===== config.mk =====
export PLATFORM = sky130hd
export DESIGN_NAME = conv1d_relu_maxpool
export DESIGN_NICKNAME = d
export VERILOG_FILES = /design/src/rtl/conv1d_relu_maxpool.sv
export SDC_FILE = /design/constraint.sdc
export NUM_CORES = 1
export LEC_CHECK = 0
export CORE_ASPECT_RATIO = 1.2
export CORE_MARGIN = 2
export CORE_UTILIZATION = 49
export DETAILED_ROUTE_END_ITERATION = 12
export GPL_TIMING_DRIVEN = 0
export PLACE_DENSITY_LB_ADDON = 0.15
export SLEW_MARGIN = 20
export SYNTH_ARGS = -nofsm -noshare
export SYNTH_HDL_FRONTEND = slang
export SYNTH_SLANG_ARGS = --single-unit

===== constraint.sdc =====
create_clock -name clk -period 2.4 [get_ports clk]
set_input_delay 0.48 -clock clk [delete_from_list [all_inputs] [get_ports clk]]
set_output_delay 0.48 -clock clk [all_outputs]
set_load 0.05 [all_outputs]

===== src/rtl/conv1d_relu_maxpool.sv =====
// ReLU + non-overlapping max pooling + requantization to 0..127.
// One output position per beat, KERNELS channels in parallel.
module conv1d_relu_maxpool #(
    parameter int KERNELS   = 4,
    parameter int POOL_SIZE = 2,
    parameter int SHIFT     = 4,
    parameter int CNT_BITS  = 7
) (
    input  logic                  clk,
    input  logic                  rst_n,
    input  logic                  clear,
    input  logic                  in_valid,
    output logic                  in_ready,
    input  logic [KERNELS*16-1:0] in_data,
    input  logic                  in_last,
    output logic                  out_valid,
    input  logic                  out_ready,
    output logic [KERNELS*8-1:0]  out_data,
    output logic                  out_last,
    output logic [CNT_BITS-1:0]   win_count,
    output logic                  sat_flag
);
    localparam int PW = (POOL_SIZE > 1) ? $clog2(POOL_SIZE) : 1;
    localparam logic [PW-1:0] POS_END = PW'(POOL_SIZE - 1);

    logic [PW-1:0]               pos_q, pos_d;
    logic [KERNELS-1:0][15:0]    max_q, max_d;
    logic                        out_valid_q, out_valid_d;
    logic [KERNELS*8-1:0]        out_data_q, out_data_d;
    logic                        out_last_q, out_last_d;
    logic [CNT_BITS-1:0]         cnt_q, cnt_d;
    logic                        sat_q, sat_d;

    logic                        accept, xfer, close;
    logic [KERNELS-1:0][15:0]    m_new;
    logic [KERNELS*8-1:0]        q_new;
    logic [KERNELS-1:0]          sat_new;

    assign in_ready = !out_valid_q || out_ready;
    assign accept   = in_valid && in_ready;
    assign xfer     = out_valid_q && out_ready;
    assign close    = accept && ((pos_q == POS_END) || in_last);

    // Per-channel ReLU, running max including this beat, and requant.
    always_comb begin
        m_new   = '0;
        q_new   = '0;
        sat_new = '0;
        for (int k = 0; k < KERNELS; k++) begin
            logic [15:0] x, r, s;
            x = in_data[16*k +: 16];
            r = x[15] ? 16'd0 : x;
            if (pos_q == '0 || r > max_q[k]) m_new[k] = r;
            else                             m_new[k] = max_q[k];
            s = m_new[k] >> SHIFT;
            sat_new[k] = (s > 16'd127);
            q_new[8*k +: 8] = sat_new[k] ? 8'd127 : s[7:0];
        end
    end

    always_comb begin
        pos_d       = pos_q;
        max_d       = max_q;
        out_valid_d = out_valid_q;
        out_data_d  = out_data_q;
        out_last_d  = out_last_q;
        cnt_d       = cnt_q;
        sat_d       = sat_q;
        if (clear) begin
            pos_d       = '0;
            max_d       = '0;
            out_valid_d = 1'b0;
            out_last_d  = 1'b0;
            cnt_d       = '0;
            sat_d       = 1'b0;
        end else begin
            if (accept) max_d = m_new;
            if (close) begin
                pos_d       = '0;
                out_valid_d = 1'b1;
                out_data_d  = q_new;
                out_last_d  = in_last;
                cnt_d       = cnt_q + 1'b1;
                sat_d       = sat_q || (|sat_new);
            end else begin
                if (accept) pos_d = pos_q + 1'b1;
                if (xfer)   out_valid_d = 1'b0;
            end
        end
    end

    always_ff @(posedge clk or negedge rst_n) begin
        if (!rst_n) begin
            pos_q       <= '0;
            max_q       <= '0;
            out_valid_q <= 1'b0;
            out_data_q  <= '0;
            out_last_q  <= 1'b0;
            cnt_q       <= '0;
            sat_q       <= 1'b0;
        end else begin
            pos_q       <= pos_d;
            max_q       <= max_d;
            out_valid_q <= out_valid_d;
            out_data_q  <= out_data_d;
            out_last_q  <= out_last_d;
            cnt_q       <= cnt_d;
            sat_q       <= sat_d;
        end
    end

    assign out_valid = out_valid_q;
    assign out_data  = out_data_q;
    assign out_last  = out_last_q;
    assign win_count = cnt_q;
    assign sat_flag  = sat_q;
endmodule


==> results.sh, run 1 <==
export IMPL_clockBufferDepth=2
export IMPL_track_usage_pct=28.12
export IMPL_yosysSeqAreaShare_pct=39.76
export IMPL_synth_cells=711
export IMPL_synth_top_cell_by_area="dfrtp_1"
export IMPL_maxCapViolCount=0
export IMPL_drive_gt1_share_pct=32.62
export IMPL_ios=113
export IMPL_syn_nets=842
export IMPL_ir_drop_v=0.0005239
export IMPL_die_area_mm2=0.01470
export IMPL_rsz0062_at_grt="true"
export IMPL_fin_hold_ws_ns=0.04175
export IMPL_clock_skew_ns=0.01154
export IMPL_final_antenna_net_count=0
export IMPL_p_per_area_mw_per_mm2=565.1
export IMPL_routed_via_density=5.844
export IMPL_syn2layout_area_growth_pct=59.85
export IMPL_clk_pin_slew_ns=0.08
export IMPL_period_needed_ns=2.614
export IMPL_fp_coreArea_mm2=0.01330
export IMPL_power_leakage_nw=4.881
export IMPL_final_max_slew_viol_count=0
export IMPL_first_pass_iters=5
export IMPL_arrival_ns=2.83
export IMPL_p_int_w=0.003986
export IMPL_dp_hpwl_um=12600
export IMPL_place_gp_congestion=0.8312
export IMPL_setup_tns_ns=-6.561
export IMPL_reg2reg_from="max_q[10]"
export IMPL_syn_area_per_cell_um2=9.471
export IMPL_power_frac_clock_pct=29.3
export IMPL_root_buffer="clkbuf_16"
export IMPL_p_comb_share_pct=36.6
export IMPL_placed_area_mm2=0.008344
export IMPL_fp_dieW_um=111.0
export IMPL_cts_sinks=107
export IMPL_cts_buffers=9
export IMPL_rows=46
export IMPL_synth_edf_count=0
export IMPL_required_ns=2.62
export IMPL_crit_fanout=3
export IMPL_grt_pass1_vias=6676
export IMPL_status="finished with violations"
export IMPL_final_area_mm2=0.01076
export IMPL_cp_end_kind="flop"
export IMPL_synthTopCellsByArea="dfrtp_1 (40%), ha_1 (11%), mux2i_1 (11%)"
export IMPL_hold_path_class="input pin to async pin"
export IMPL_gr_total_overflow=0
export IMPL_diodes=0
export IMPL_fin_crit_sh_pct=108.9
export IMPL_p_seq_share_pct=34.2
export IMPL_violations="negative setup slack"
export IMPL_insertion_delay_ns=0.36
export IMPL_via_count=6463
export IMPL_netlist_area_leader_share_pct=39.76
export IMPL_nets=1064
export IMPL_path_class="flop to flop"
export IMPL_numPortBuffers=111
export IMPL_drt_total_wl_um=22800
export IMPL_r2r_slack_ns=-0.21
export IMPL_antenna_found_initial=0
export IMPL_sw_frac_of_total_pct=34.47
export IMPL_htreeDepth=3
export IMPL_tightest_slew_ns=0.6667
export IMPL_setup_viol=68
export IMPL_initial_core_util_pct=50.65
export IMPL_async_flop_share_pct=100.0
export IMPL_grt_max_degree=62
export IMPL_drc=0
export IMPL_grt_pass1_wl_um=33240
export IMPL_wl_per_cell_um=20.62
export IMPL_synth_cell_area_mm2=0.006734
export IMPL_synth_flop_cell="dfrtp_1"
export IMPL_ys_types=58
export IMPL_start_kind="flop"
export IMPL_cp_startpoint="max_q[10]"
export IMPL_tritoncts="done"
export IMPL_relSlewSlack_pct=55.39
export IMPL_holdBufCountCts=0
export IMPL_switchingPower_w=0.002096
export IMPL_synth_ff_latch_count=107
export IMPL_hold_viol=0
export IMPL_fin_ws_ns=-0.2135
export IMPL_ff2ff_path_depth=8
export IMPL_drt_iter0_drc=366
export IMPL_die_h_um=132.4
export IMPL_timing_rr_end="sat_flag"
export IMPL_yosys_warnings=0
export IMPL_timing_fmax_mhz=382.6
[stage by stage]
| stage | util [%] | setup WS (ns) | instances | power [W] |
|---|---|---|---|---|
| detailed placement | 62.76 | -1.254 | 991 | 0.003774 |
| global route | 80.96 | -0.2783 | 1106 | 0.006324 |
| CTS | 75.91 | -0.1490 | 1080 | 0.005833 |
| floorplan | - | -0.2397 | 711 | 0.003187 |
| finish | 80.96 | -0.2135 | 1106 | 0.006083 |
| global placement | 62.54 | -3.316 | 990 | 0.003726 |
[per-layer routing]
metal  wire length (µm)  track usage, %  vias to the layer above  share of wire, %
li1                   -               -                     2900                 -
met1               8527           32.37                     3204                37
met2              12050           51.40                      279                53
met3               1317           5.909                       80               5.8
met4                903           10.49                        0               4.0
met5                  0               0                        -                 0
[timing repair]
| action | CTS | global route |
|---|---|---|
| setup buffers | 69 | 28 |
| endpoints found under the setup margin | 93 | 92 |
| pin swaps | 73 | 50 |
| cloned | 4 | 1 |
| gates resized for setup | 223 | 96 |
| endpoints found under the hold margin | 0 | 0 |
[how the worst max path moves through the flow]
stage | end | depth (start not counted)
6_report | sat_flag | 8
5_1_grt | sat_flag | 8
4_1_cts | out_data[13] | 12
3_5_place_dp | max_q[28] | 12
3_3_place_gp | max_q[38] | 1
2_1_floorplan | max_q[22] | 11
[power by group through the flow]
stage | logic [W] | registers (W) | clock network (W)
floorplan | 0.000715 | 0.00247 | 0
global placement | 0.00163 | 0.00209 | 0
detailed placement | 0.00168 | 0.00210 | 0
CTS | 0.00198 | 0.00207 | 0.00178
global route | 0.00235 | 0.00209 | 0.00188
finish | 0.00222 | 0.00208 | 0.00178
[layout make-up]
type,instances,area [µm²]
fill,774,2531
inverter,59,224.0
multi-input combinational,519,4994
tap,168,210.2
sequential,107,2678
timing repair buffer,212,2088
clock inverter,6,111.4
buffer,25,220.2
clock buffer,10,239.0
[worst max-delay path, stage by stage, from the launching register on]
cell and delay [ns]:
dfrtp_1 0.43, inv_2 0.08, ha_4 0.28, nand4_1 0.10, or2_4 0.29, o311a_4 0.38, or4_4 0.49, a221oi_4 0.28
a31oi_1 0.13
[state kept, by name, summed over array words and instances, names as in the netlist]
signal     cells
win_count      7
out_data      32
sat_flag       1
max_q         64
pos_q          1
out_valid      1
out_last       1
[cells by family after synthesis]
family	after synthesis	share of synthesized area, %
buffers and inverters	85	5.295
and+or+nand+nor	285	22.04
DFF	107	39.76
muxes	73	10.93
xor gates and xnor gates	5	0.6504
adders and majority gates	61	11.33
AOI/OAI and AO/OA	95	9.996
[cells in the final DEF (no fill, tap or decap), types with 13 or more instances in the layout]
cell	n
nor2_1	89
clkbuf_1	13
dlygate4sd2_1	29
a21oi_1	28
inv_1	52
ha_4	38
buf_4	74
nor3_1	22
clkbuf_16	13
dfrtp_1	107
buf_6	18
nor2b_4	44
ha_1	22
clkdlybuf4s50_1	58
nand2_1	37
mux2i_1	61
[synth_stat cells (all sizes together), types with 4 or more instances]
| master | number |
|---|---|
| nand4 | 8 |
| nor3 | 30 |
| nand4b | 4 |
| clkbuf | 20 |
| o31ai | 15 |
| or2 | 5 |
| nor2 | 91 |
| inv | 59 |
| nor4 | 9 |
| and2b | 5 |
| mux2i | 72 |
| o21a | 5 |
| o21ai | 8 |
| dfrtp | 107 |
| a21o | 6 |
| buf | 6 |
| ha | 61 |
| nor2b | 54 |
| nand2 | 45 |
| a21oi | 33 |
| nand3 | 9 |
| and2 | 6 |
| a31oi | 15 |
| nand2b | 7 |
Note: power is estimated with default switching activity, not from simulation.
==> run 2, diff against run 1 <==
- TNS_END_PERCENT: default -> 5
==> run 2 against run 1 <==
  * The flow still finishes with violations (negative setup slack)
  * Global-route usage down 2.1 points
  * Final cell count down 3.9%
  * Design area down 7.5%
  * Critical path type is now input pin to flop
==> results.sh, run 2 (synthesis results as in run 1) <==
export IMPL_status="finished with violations"
export IMPL_violations="negative setup slack"
export IMPL_cts_buffers=9
export IMPL_power_leakage_nw=4.532
export IMPL_die_area_mm2=0.01470
export IMPL_cp_end_kind="flop"
export IMPL_drt_total_wl_um=19850
export IMPL_nets=1021
export IMPL_critPathSlowestCell="or4_4"
export IMPL_gr_total_overflow=0
export IMPL_p_comb_share_pct=34.1
export IMPL_p_per_area_mw_per_mm2=586.3
export IMPL_initial_core_util_pct=50.65
export IMPL_cp_cell_sequence="dlygate4sd2_1 > nor2b_4 > ha_4 > nand4b_4 > or4_4 > a21oi_4 > o31ai_4 > a21oi_4 > buf_12 > buf_12 > mux2i_1 > nor2_1"
export IMPL_rsz0062_at_grt="true"
export IMPL_grt_pass1_wl_um=30770
export IMPL_dp_cells=991
export IMPL_syn2layout_area_growth_pct=47.84
export IMPL_required_ns=2.63
export IMPL_layout_common_cells="dfrtp_1 (107), nor2_1 (89), mux2i_1 (67)"
export IMPL_cp_top_family="simple AND/OR/NAND/NOR gates"
export IMPL_cp_slowest_stage_delay_ns=0.55
export IMPL_final_antenna_net_count=0
export IMPL_clk_pin_slew_ns=0.08
export IMPL_grt_pass1_vias=6273
export IMPL_first_pass_iters=4
export IMPL_top_register="max_q"
export IMPL_multi_input_area_mm2=0.004623
export IMPL_hold_viol=0
export IMPL_via_count=5941
export IMPL_p_seq_share_pct=35.5
export IMPL_clock_skew_ns=0.009796
export IMPL_drt_iter0_drc=360
export IMPL_fin_crit_sh_pct=107.7
export IMPL_fin_ws_ns=-0.1845
export IMPL_final_common_cell="dfrtp_1"
export IMPL_die_h_um=132.4
export IMPL_regArea_mm2=0.002678
export IMPL_ios=113
export IMPL_timing_fmax_mhz=386.9
export IMPL_numPortBuffers=111
export IMPL_tritoncts="done"
export IMPL_root_buffer="clkbuf_16"
export IMPL_place_gp_congestion=0.8633
export IMPL_hold_path_class="input pin to async pin"
export IMPL_period_needed_ns=2.584
export IMPL_rows=46
export IMPL_largest_reg_flops=64
export IMPL_ir_drop_v=0.0005363
export IMPL_clockBufferDepth=2
export IMPL_arrival_ns=2.82
export IMPL_sw_frac_of_total_pct=34.26
export IMPL_cts_sinks=107
export IMPL_diodes=0
export IMPL_grt_max_degree=60
export IMPL_drc=0
export IMPL_fp_dieW_um=111.0
export IMPL_drive_gt1_share_pct=25.14
export IMPL_crit_fanout=5
export IMPL_path_class="input pin to flop"
export IMPL_final_max_slew_viol_count=0
export IMPL_start_kind="input pin"
export IMPL_antenna_found_initial=0
export IMPL_instances_no_fill=1063
export IMPL_insertion_delay_ns=0.37
export IMPL_maxCapViolCount=0
export IMPL_wl_per_cell_um=18.68
export IMPL_routed_via_density=5.589
export IMPL_dp_hpwl_um=12370
export IMPL_htreeDepth=3
export IMPL_switchingPower_w=0.002000
export IMPL_setup_viol=32
export IMPL_nFillCells=894
export IMPL_power_frac_clock_pct=30.3
export IMPL_path_buf_inv=3
export IMPL_track_usage_pct=26.05
export IMPL_fp_coreArea_mm2=0.01330
export IMPL_tightest_slew_ns=0.6161
export IMPL_p_int_w=0.003838
export IMPL_relSlewSlack_pct=58.78
export IMPL_finalPower_w=0.005838
export IMPL_fin_util_pct=74.88
-- run 2: changes by cell type in the layout (fill, tap and decap cells not counted), sizes merged --
cell,delta
dlygate4sd2,+5
buf,-43
dlymetal6s2s,-4
clkdlybuf4s15,-6
clkinv,+1
clkdlybuf4s50,+8
clkbuf,-4
-- run 2: worst paths after layout --
path	start	to	slack, ns	cells after the start
worst max-delay path	in_data[30]	max_q[29]	-0.18	12
worst min-delay path	rst_n	max_q[26]	0.05	1
worst max register to register	max_q[28]	max_q[29]	-0.12	11
worst min register to register	out_data[5]	out_data[5]	0.48	2
max in group asynchronous	rst_n	max_q[63]	1.70	2
min in group clk	out_data[5]	out_data[5]	0.48	2
-- run 2: repair_timing --
| action | CTS | global route |
|---|---|---|
| pin swaps | 62 | 24 |
| hold buffers | 0 | 0 |
| setup buffers | 49 | 5 |
| resized for setup | 196 | 60 |
| setup endpoints to repair | 94 | 86 |
| cloned | 2 | 0 |
-- run 2: power by group through the flow --
stage          Combinational [W]  Sequential (W)  Clock [W]
4_1_cts                  0.00188         0.00207    0.00177
6_report                 0.00199         0.00207    0.00177
5_1_grt                  0.00211         0.00209    0.00186
3_5_place_dp             0.00164         0.00210          0
2_1_floorplan           0.000684         0.00247          0
3_3_place_gp             0.00160         0.00209          0
-- run 2: layout make-up --
| class | count | share of cell area (%) |
|---|---|---|
| multi-input combinational | 519 | 46.44 |
| sequential | 107 | 26.89 |
| timing repair buffer | 168 | 16.43 |
| buffer | 26 | 2.400 |
| clock buffer | 9 | 2.262 |
| inverter | 59 | 2.224 |
| tap | 168 | 2.111 |
| clock inverter | 7 | 1.244 |
-- run 2: per-stage QoR --
stage | setup WS [ns] | hold WS (ns) | TNS (ns) | cell area [µm²]
after global placement | -3.325 | 0.4644 | -461.71 | 8164
final | -0.1845 | 0.04607 | -3.113 | 9956
after global routing | -0.2666 | 0.08289 | -7.352 | 9956
after CTS | -0.1541 | 0.06898 | -3.132 | 9673
after detailed placement | -1.462 | 0.4565 | -111.16 | 8193
after floorplan | -0.2398 | 0.1844 | -14.43 | 6843
-- run 2: routing by layer --
metal	part of all wire, %	track usage [%]	vias to the layer above
met1	39	30.53	2939
met2	54	47.03	161
met5	0	0	-
li1	-	-	2803
met3	4.3	4.902	38
met4	2.6	10.49	0
==> run 3, diff against run 2 <==
--- a/config.mk
+++ b/config.mk
@@ -8,5 +8,5 @@
 export CORE_ASPECT_RATIO = 1.2
 export CORE_MARGIN = 2
-export CORE_UTILIZATION = 49
+export CORE_UTILIZATION = 45
 export DETAILED_ROUTE_END_ITERATION = 12
 export GPL_TIMING_DRIVEN = 0
==> constraint.sdc (replaced) <==
create_clock -name clk -period 2.1 [get_ports clk]
set_input_delay 0.525 -clock clk [delete_from_list [all_inputs] [get_ports clk]]
set_output_delay 0.525 -clock clk [all_outputs]
set_load 0.05 [all_outputs]
==> run 3 against run 2 <==
  * The flow still finishes with violations (negative setup slack)
  * Register-to-register slack got worse by 0.32 ns
  * Clock skew increased by 0.0026 ns
  * First-iteration DRC count decreased by 23%
  * Core utilization decreased by 6.6 points
  * Sequential power increased by 14%
  * Via count increased by 0.64%
  * Highest routed layer unchanged
==> results.sh, run 3 (synthesis results as in run 1) <==
export IMPL_reg2reg_from="max_q[27]"
export IMPL_r2r_slack_ns=-0.44
export IMPL_initial_core_util_pct=45.39
export IMPL_first_pass_iters=4
export IMPL_finalPower_w=0.006658
export IMPL_setup_viol=101
export IMPL_timing_rr_end="max_q[30]"
export IMPL_syn2layout_area_growth_pct=50.37
export IMPL_insertion_delay_ns=0.36
export IMPL_grtUsageMet2_pct=43.27
export IMPL_fp_coreArea_mm2=0.01484
export IMPL_top_register="max_q"
export IMPL_grt_pass1_wl_um=31100
export IMPL_hold_path_class="input pin to async pin"
export IMPL_nets=1027
export IMPL_clockBufferDepth=2
export IMPL_drt_iter0_drc=276
export IMPL_drt_total_wl_um=19540
export IMPL_ff2ff_path_depth=11
export IMPL_hold_viol=0
export IMPL_drive_gt1_share_pct=25.75
export IMPL_required_ns=2.33
export IMPL_arrival_ns=2.89
export IMPL_clock_skew_ns=0.01240
export IMPL_cts_buffers=9
export IMPL_final_common_cell="dfrtp_1"
export IMPL_fin_crit_sh_pct=126.8
export IMPL_track_usage_pct=24.51
export IMPL_place_gp_congestion=0.8624
export IMPL_dp_hpwl_um=12390
export IMPL_path_class="input pin to flop"
export IMPL_routed_via_density=5.411
export IMPL_fp_dieW_um=115.7
export IMPL_layout_common_cells="dfrtp_1 (107), nor2_1 (89), mux2i_1 (67)"
export IMPL_violations="negative setup slack"
export IMPL_gr_total_overflow=0
export IMPL_fin_ws_ns=-0.5627
export IMPL_cp_startpoint="in_data[27]"
export IMPL_ir_drop_v=0.0006794
export IMPL_root_buffer="clkbuf_16"
export IMPL_final_area_mm2=0.01013
export IMPL_wl_per_cell_um=17.68
export IMPL_endpoint="max_q[30]"
export IMPL_status="finished with violations"
export IMPL_busiest_layer="met2"
export IMPL_grt_util_met3_pct=3.113
export IMPL_drc=0
export IMPL_numPortBuffers=111
export IMPL_grt_pass1_vias=6310
export IMPL_htreeDepth=3
export IMPL_grt_max_degree=78
export IMPL_tritoncts="done"
export IMPL_tightest_slew_ns=0.6373
export IMPL_relSlewSlack_pct=57.51
export IMPL_rsz0062_at_grt="true"
export IMPL_cts_sinks=107
export IMPL_p_per_area_mw_per_mm2=657.6
export IMPL_die_h_um=138.0
export IMPL_timing_fmax_mhz=375.6
export IMPL_period_needed_ns=2.663
export IMPL_final_max_slew_viol_count=0
export IMPL_crit_fanout=5
export IMPL_die_area_mm2=0.01596
export IMPL_fin_util_pct=68.25
export IMPL_power_leakage_nw=4.781
export IMPL_rows=49
export IMPL_via_count=5979
export IMPL_largest_reg_flops=64
export IMPL_cp_end_kind="flop"
export IMPL_start_kind="input pin"
export IMPL_clk_pin_slew_ns=0.08
export IMPL_diodes=0
export IMPL_final_antenna_net_count=0
export IMPL_placed_area_mm2=0.008238
export IMPL_maxCapViolCount=0
export IMPL_ios=113
export IMPL_antenna_found_initial=0
export IMPL_use_met1_pct=30.53
run 3: area by class of cell:
class / instances / area, µm²
inverter: 59 / 221.5
sequential: 107 / 2678
timing repair buffer: 174 / 1733
buffer: 26 / 235.2
tap: 204 / 255.2
multi-input combinational: 519 / 4653
fill: 1129 / 4711
clock inverter: 6 / 111.4
clock buffer: 10 / 239.0
run 3: through the flow:
stage	setup slack, ns	TNS (ns)	hold slack [ns]	std cells
after floorplan	-0.5848	-47.51	0.2294	711
after global placement	-3.738	-544.54	0.4677	1026
after detailed placement	-1.863	-150.81	0.4384	1027
after CTS	-0.5004	-32.86	0.04399	1095
after global routing	-0.6499	-42.98	0.05297	1105
final	-0.5627	-30.04	0.03477	1105
run 3: what timing repair did:
item                       CTS  global route
cloned                       2             0
hold buffers                 0             0
buffers inserted            50            10
pin swaps                   72            29
hold endpoints to repair     0             0
gates resized for setup    203            78
setup endpoints to repair  108           117
run 3: routing by layer:
layer	share of wire [%]	routed length [µm]
met1	41	8014
met2	53	10280
met3	4.0	782
met4	2.4	468
met5	0	0
run 3: worst max-delay path: stages:
cell and delay, ns:
dlygate4sd2_1 0.25, nor2b_2 0.16, ha_1 0.33, nand4_1 0.15, or4_4 0.48, or2_4 0.26, o31ai_4 0.09, a21oi_4 0.12
buf_12 0.16, buf_12 0.13, mux2i_2 0.17, nor2_1 0.06
run 3: worst min-delay path by stage:
stage | slack [ns] | from | cells past startpoint | end
after floorplan | 0.23 | rst_n | 0 | max_q[0]
after global placement | 0.47 | out_data[4] | 2 | out_data[4]
after detailed placement | 0.44 | rst_n | 1 | out_data[14]
after CTS | 0.04 | rst_n | 1 | max_q[17]
after global routing | 0.05 | rst_n | 1 | out_data[14]
final | 0.03 | rst_n | 1 | out_data[13]
run 3: report_power, final:
part | internal [W] | leakage [nW] | switching, W
combinational | 0.000986 | 3.21 | 0.00129
sequential | 0.00224 | 1.40 | 0.000125
clock | 0.00120 | 0.169 | 0.000814
total | 0.00443 | 4.78 | 0.00223
